--- src/rtl/fifo_pkg.sv ---
// Shared definitions for the tagged FIFO bank.
//   tag_width()   : number of tag bits needed to address FLUX lanes
//   token_width() : stored token width (payload plus tag)
//   lane_state_t  : per-lane write pointer, read pointer and occupancy
// The lane state fields use a fixed width, so a lane may be at most
// 2**STATE_W - 1 entries deep. Each lane wraps its pointers modulo its
// own depth inside these fields.
package fifo_pkg;

    localparam int STATE_W = 8;

    typedef struct packed {
        logic [STATE_W-1:0] wptr;
        logic [STATE_W-1:0] rptr;
        logic [STATE_W-1:0] count;
    } lane_state_t;

    function automatic int tag_width(input int flux);
        return (flux > 1) ? $clog2(flux) : 1;
    endfunction

    function automatic int token_width(input int data_width, input int flux);
        return data_width + tag_width(flux);
    endfunction

endpackage

--- src/rtl/fifo_lane.sv ---
// One circular-buffer lane of the tagged FIFO bank.
// Ports:
//   clk, rst     : clock, asynchronous active-low reset
//   push, pop    : store din at the tail / drop the head
//   din          : token to store
//   head         : token at the read pointer (stale when empty)
//   count        : occupancy, 0..DEPTH
//   empty        : count == 0
//   is_full      : count == DEPTH
// A push while full and a pop while empty are ignored. Memory is not reset.
module fifo_lane
    import fifo_pkg::*;
#(
    parameter int WIDTH = 9,
    parameter int DEPTH = 4
) (
    input  logic                         clk,
    input  logic                         rst,
    input  logic                         push,
    input  logic                         pop,
    input  logic [WIDTH-1:0]             din,
    output logic [WIDTH-1:0]             head,
    output logic [$clog2(DEPTH+1)-1:0]   count,
    output logic                         empty,
    output logic                         is_full
);

    localparam int PTR_W = $clog2(DEPTH);
    localparam int CNT_W = $clog2(DEPTH + 1);
    localparam logic [STATE_W-1:0] PTR_MASK = STATE_W'(DEPTH - 1);
    localparam logic [STATE_W-1:0] DEPTH_V  = STATE_W'(DEPTH);
    localparam logic [STATE_W-1:0] ONE      = STATE_W'(1);

    logic [WIDTH-1:0] mem [DEPTH];
    lane_state_t      st;
    logic             do_push;
    logic             do_pop;

    assign do_push = push & ~is_full;
    assign do_pop  = pop & ~empty;

    always_ff @(posedge clk or negedge rst) begin
        if (!rst) begin
            st <= '0;
        end else begin
            // DEPTH is a power of two, so masking implements the wrap.
            if (do_push) st.wptr <= (st.wptr + ONE) & PTR_MASK;
            if (do_pop)  st.rptr <= (st.rptr + ONE) & PTR_MASK;
            case ({do_push, do_pop})
                2'b10:   st.count <= st.count + ONE;
                2'b01:   st.count <= st.count - ONE;
                default: st.count <= st.count;
            endcase
        end
    end

    always_ff @(posedge clk) begin
        if (do_push) mem[st.wptr[PTR_W-1:0]] <= din;
    end

    assign head    = mem[st.rptr[PTR_W-1:0]];
    assign count   = st.count[CNT_W-1:0];
    assign empty   = (st.count == '0);
    assign is_full = (st.count == DEPTH_V);

endmodule

--- src/rtl/tagged_fifo_bank.sv ---
// Tagged token buffer: steers each written token into one of FLUX FIFO
// lanes by its tag and serves the consumer through per-lane empty/read.
// Ports:
//   clk, rst : clock, asynchronous active-low reset
//   write    : producer strobe; din[WIDTH-1:DATA_WIDTH] is the tag
//   din      : token, stored unmodified with its tag
//   full     : high when any lane is full; write side then accepts nothing
//   read     : per-lane pop request, one-hot or zero
//   empty    : per-lane empty flag
//   dout     : head of the lane named by read, else of the highest
//              non-empty lane, else zero
// Handshake: a token transfers on a rising edge when write=1 and full=0;
// lane i pops on a rising edge when read[i]=1 and empty[i]=0. full and
// empty come from registers only; dout depends combinationally on read so
// the consumer can sample it in the cycle it raises read.
module tagged_fifo_bank
    import fifo_pkg::*;
#(
    parameter int DATA_WIDTH = 8,
    parameter int FLUX       = 2,
    parameter int DEPTH      = 4
) (
    input  logic                                          clk,
    input  logic                                          rst,
    input  logic                                          write,
    input  logic [token_width(DATA_WIDTH, FLUX)-1:0]      din,
    output logic                                          full,
    input  logic [FLUX-1:0]                               read,
    output logic [FLUX-1:0]                               empty,
    output logic [token_width(DATA_WIDTH, FLUX)-1:0]      dout
);

    localparam int TAG_WIDTH = tag_width(FLUX);
    localparam int WIDTH     = token_width(DATA_WIDTH, FLUX);
    localparam int CNT_W     = $clog2(DEPTH + 1);

    logic [TAG_WIDTH-1:0] tag;
    logic                 tag_ok;
    logic                 accept;
    logic                 any_read;
    int                   sel;
    logic [FLUX-1:0]      push;
    logic [FLUX-1:0]      pop;
    logic [FLUX-1:0]      lane_full;
    logic [WIDTH-1:0]     lane_head  [FLUX];
    logic [CNT_W-1:0]     lane_count [FLUX];

    assign tag      = din[WIDTH-1:DATA_WIDTH];
    // Tags at or above FLUX can only occur when FLUX is not a power of two.
    assign tag_ok   = (32'(tag) < FLUX);
    assign accept   = write & ~full & tag_ok;
    assign full     = |lane_full;
    assign any_read = |read;

    always_comb begin
        push = '0;
        pop  = '0;
        dout = '0;
        sel  = 0;
        // Highest set read bit wins if the consumer breaks the one-hot rule.
        for (int i = 0; i < FLUX; i++) begin
            if (read[i]) sel = i;
        end
        for (int i = 0; i < FLUX; i++) begin
            push[i] = accept && (32'(tag) == i);
            pop[i]  = any_read && (sel == i);
            // Idle: the last non-empty lane in index order is the highest.
            if (any_read ? ((sel == i) && !empty[i]) : !empty[i])
                dout = lane_head[i];
        end
    end

    for (genvar g = 0; g < FLUX; g++) begin : g_lane
        fifo_lane #(
            .WIDTH (WIDTH),
            .DEPTH (DEPTH)
        ) u_lane (
            .clk     (clk),
            .rst     (rst),
            .push    (push[g]),
            .pop     (pop[g]),
            .din     (din),
            .head    (lane_head[g]),
            .count   (lane_count[g]),
            .empty   (empty[g]),
            .is_full (lane_full[g])
        );

        always_ff @(posedge clk) begin
            if (rst) begin
                assert (32'(lane_count[g]) <= DEPTH)
                    else $error("lane %0d occupancy out of range", g);
            end
        end
    end

    always_ff @(posedge clk) begin
        if (rst) begin
            assert ($onehot0(read))
                else $error("read is not one-hot: %b", read);
            if (write && !full) begin
                assert (tag_ok)
                    else $error("write with tag %0d beyond lane count", tag);
            end
        end
    end

endmodule
--- config.mk ---
export PLATFORM = sky130hd
export DESIGN_NAME = tagged_fifo_bank
export DESIGN_NICKNAME = d
export VERILOG_FILES = /design/src/rtl/fifo_pkg.sv /design/src/rtl/fifo_lane.sv /design/src/rtl/tagged_fifo_bank.sv
export SDC_FILE = /design/constraint.sdc
export NUM_CORES = 1
export LEC_CHECK = 0
export ABC_AREA = 1
export CORE_MARGIN = 4
export CORE_UTILIZATION = 54
export CTS_CLUSTER_DIAMETER = 80
export DETAILED_ROUTE_END_ITERATION = 8
export PLACE_DENSITY = 0.76
export SETUP_SLACK_MARGIN = 0.4
export SYNTH_ARGS = -nofsm -noshare
export SYNTH_HDL_FRONTEND = slang
export SYNTH_HIERARCHICAL = 1
export SYNTH_SLANG_ARGS = --single-unit
--- constraint.sdc ---
create_clock -name clk -period 2.8 [get_ports clk]
set_clock_uncertainty 0.2 [all_clocks]
set_input_delay 0.56 -clock clk [delete_from_list [all_inputs] [get_ports clk]]
set_output_delay 0.56 -clock clk [all_outputs]
set_load 0.02 [all_outputs]
==> results.json <==
{
  "hp-start": "g_lane[0].u_lane/count[0]",
  "peakVddDrop_uv": 639.6,
  "status": "finished clean",
  "postRouteAntennaNets": 0,
  "drcViolationCount": 0,
  "crit_fanout": 5,
  "nets": 632,
  "p_sw_mw": 2.599,
  "initial_core_util_pct": 55.61,
  "design_area_mm2": 0.006382,
  "startpoint": "g_lane[0].u_lane/count[0]",
  "total_power_mw": 6.469,
  "clock-sinks": 96,
  "yosys_warnings": 6,
  "slew_viol_final": 0,
  "drt-total-wl_mm": 11.89,
  "swShare_pct": 40.17,
  "drtPass1Iterations": 4,
  "p_comb_share_pct": 53.5,
  "grt-ovfl-total": 0,
  "finalCritPeriodShare_pct": 93.22,
  "clk_latency_ns": 0.35,
  "grt_antenna_before_repair": 0,
  "postSynthNetCount": 525,
  "place_hpwl_mm": 7.062,
  "die_w_um": 103,
  "area_growth_pct": 30.96,
  "drt-wirelength-per-cell_um": 16.84,
  "cp.arrival_ns": 1.85,
  "p_leak_nw": 2.760,
  "gp_congestion": 0.8902,
  "dieHeight_um": 103,
  "numCtsBuffers": 9,
  "power.density_mw_per_mm2": 1014,
  "vias": 3827,
  "end_kind": "primary output",
  "period_needed_ns": 2.610,
  "avgViaCountPerCell": 5.421,
  "syn_area_per_cell_um2": 10.01,
  "grt_setup_unrepaired": "yes",
  "cts.path.max_buffers": 2,
  "seq_power_share_pct": 31.8,
  "cap_viol_max_count": 0,
  "clockRootBuffer": "clkbuf_8",
  "core.rowCount": 34,
  "diodes": 0,
  "multi_input_area_mm2": 0.002076,
  "drtIter0Drc": 184,
  "crit_type": "reg2out",
  "hp-class": "reg2reg",
  "h-tree-depth": 3,
  "placed_cell_area_mm2": 0.005482,
  "setup_viol": 0,
  "grt_pass1_vias": 3900,
  "portBuffers": 25,
  "power.clock.fraction_pct": 14.8,
  "relSlewSlack_pct": 72.25,
  "io_pins": 26,
  "rr_startpoint": "g_lane[1].u_lane/st[4]",
  "start_kind": "flop",
  "drive_above_1_share_pct": 34.62,
  "grt_max_degree": 25,
  "worst_slew_pin_slew_ns": 0.4149,
  "crit_required_ns": 2.04,
  "p_int_mw": 3.870,
  "netlist_area_mm2": 0.004873,
  "clock.fmax_mhz": 383.1,
  "ff_latch_area_mm2": 0.002770,
  "syn_inst": 487,
  "die-area_mm2": 0.01061,
  "grt_pass1_wl_mm": 18.49,
  "hold_violations": 0,
  "fillers": 593,
  "grt_usage_pct": 22.88,
  "core_mm2": 0.008763,
  "path_clk_slew_ns": 0.09,
  "cts_tree": "built"
}
-- area by class of cell --
cell class	instances	share of cell area, %
Clock buffer	9	1.941
Clock inverter	6	1.333
Inverter	70	4.274
Tap cell	108	2.117
Timing Repair Buffer	107	14.41
Sequential cell	96	43.40
Multi-Input combinational cell	310	32.52
-- timing repair --
item	4_1_cts	5_1_grt
resized for setup	99	40
pin swaps	30	28
buffers inserted	34	14
cloned	2	1
endpoints found under the hold margin	0	0
hold buffers	0	0
endpoints found under the setup margin	24	26
-- sequential cells by signal (all words and copies together) (netlist names) --
| signal | cells |
|---|---|
| g_lane.u_lane/mem | 72 |
| g_lane.u_lane/st | 18 |
| g_lane.u_lane/count | 6 |
-- critical path: stages, from the launching register on --
cell and delay (ns):
dfrtp_2 0.45, inv_2 0.10, nand4_2 0.14, nor2_2 0.18, inv_2 0.10, nand2_4 0.12, nor2_1 0.05, nand2_1 0.06
nand2_1 0.05, clkdlybuf4s15_2 0.25
-- cells in the final DEF (no fill, tap or decap), types with 11 or more instances in the layout --
| cell type | instances |
|---|---|
| inv_1 | 41 |
| buf_4 | 65 |
| o21ai_0 | 35 |
| o22ai_1 | 21 |
| edfxtp_1 | 72 |
| inv_2 | 26 |
| nand2_1 | 72 |
| nand3_1 | 21 |
| ha_1 | 13 |
| buf_6 | 19 |
| dfrtp_1 | 18 |
| nor2_1 | 58 |
| clkdlybuf4s50_1 | 11 |
-- through the flow --
stage	util [%]	std cells	TNS (ns)	hold WS [ns]	worst slack (ns)
finish	72.83	706	0	0.3500	0.1898
detailed placement	62.55	640	-1.205	0.3166	-0.1192
floorplan	-	487	0	0.06441	0.3006
CTS	70.55	691	0	0.3564	0.2239
global placement	62.55	640	-0.4971	0.3178	-0.06020
global route	72.83	706	0	0.3706	0.04267
-- layer usage --
layer	global-route usage (%)	vias up	share of wire, %
met5	0	-	0
met4	11.55	0	3.1
met3	2.639	28	6.8
met2	39.42	152	50
met1	28.42	1820	40
li1	-	1827	-
-- power groups by stage --
stage / sequential, mW / clock, mW / combinational (mW)
finish: 2.06 / 0.955 / 3.46
global route: 2.09 / 1.03 / 3.77
CTS: 2.04 / 0.975 / 3.12
detailed placement: 2.07 / 0 / 2.56
global placement: 2.06 / 0 / 2.47
floorplan: 2.01 / 0 / 1.81
-- final timing paths --
check	endpoint	slack, ns	depth (start not counted)
max	dout[6]	0.19	9
min	g_lane[0].u_lane/count[0]	0.35	1
max reg2reg	g_lane[0].u_lane/st[6]	0.20	16
min reg2reg	g_lane[0].u_lane/count[0]	0.35	1
max in group asynchronous	g_lane[0].u_lane/st[8]	1.73	2
min in group asynchronous	g_lane[1].u_lane/st[4]	0.37	2
No activity file was read; power rests on OpenSTA's default activity.
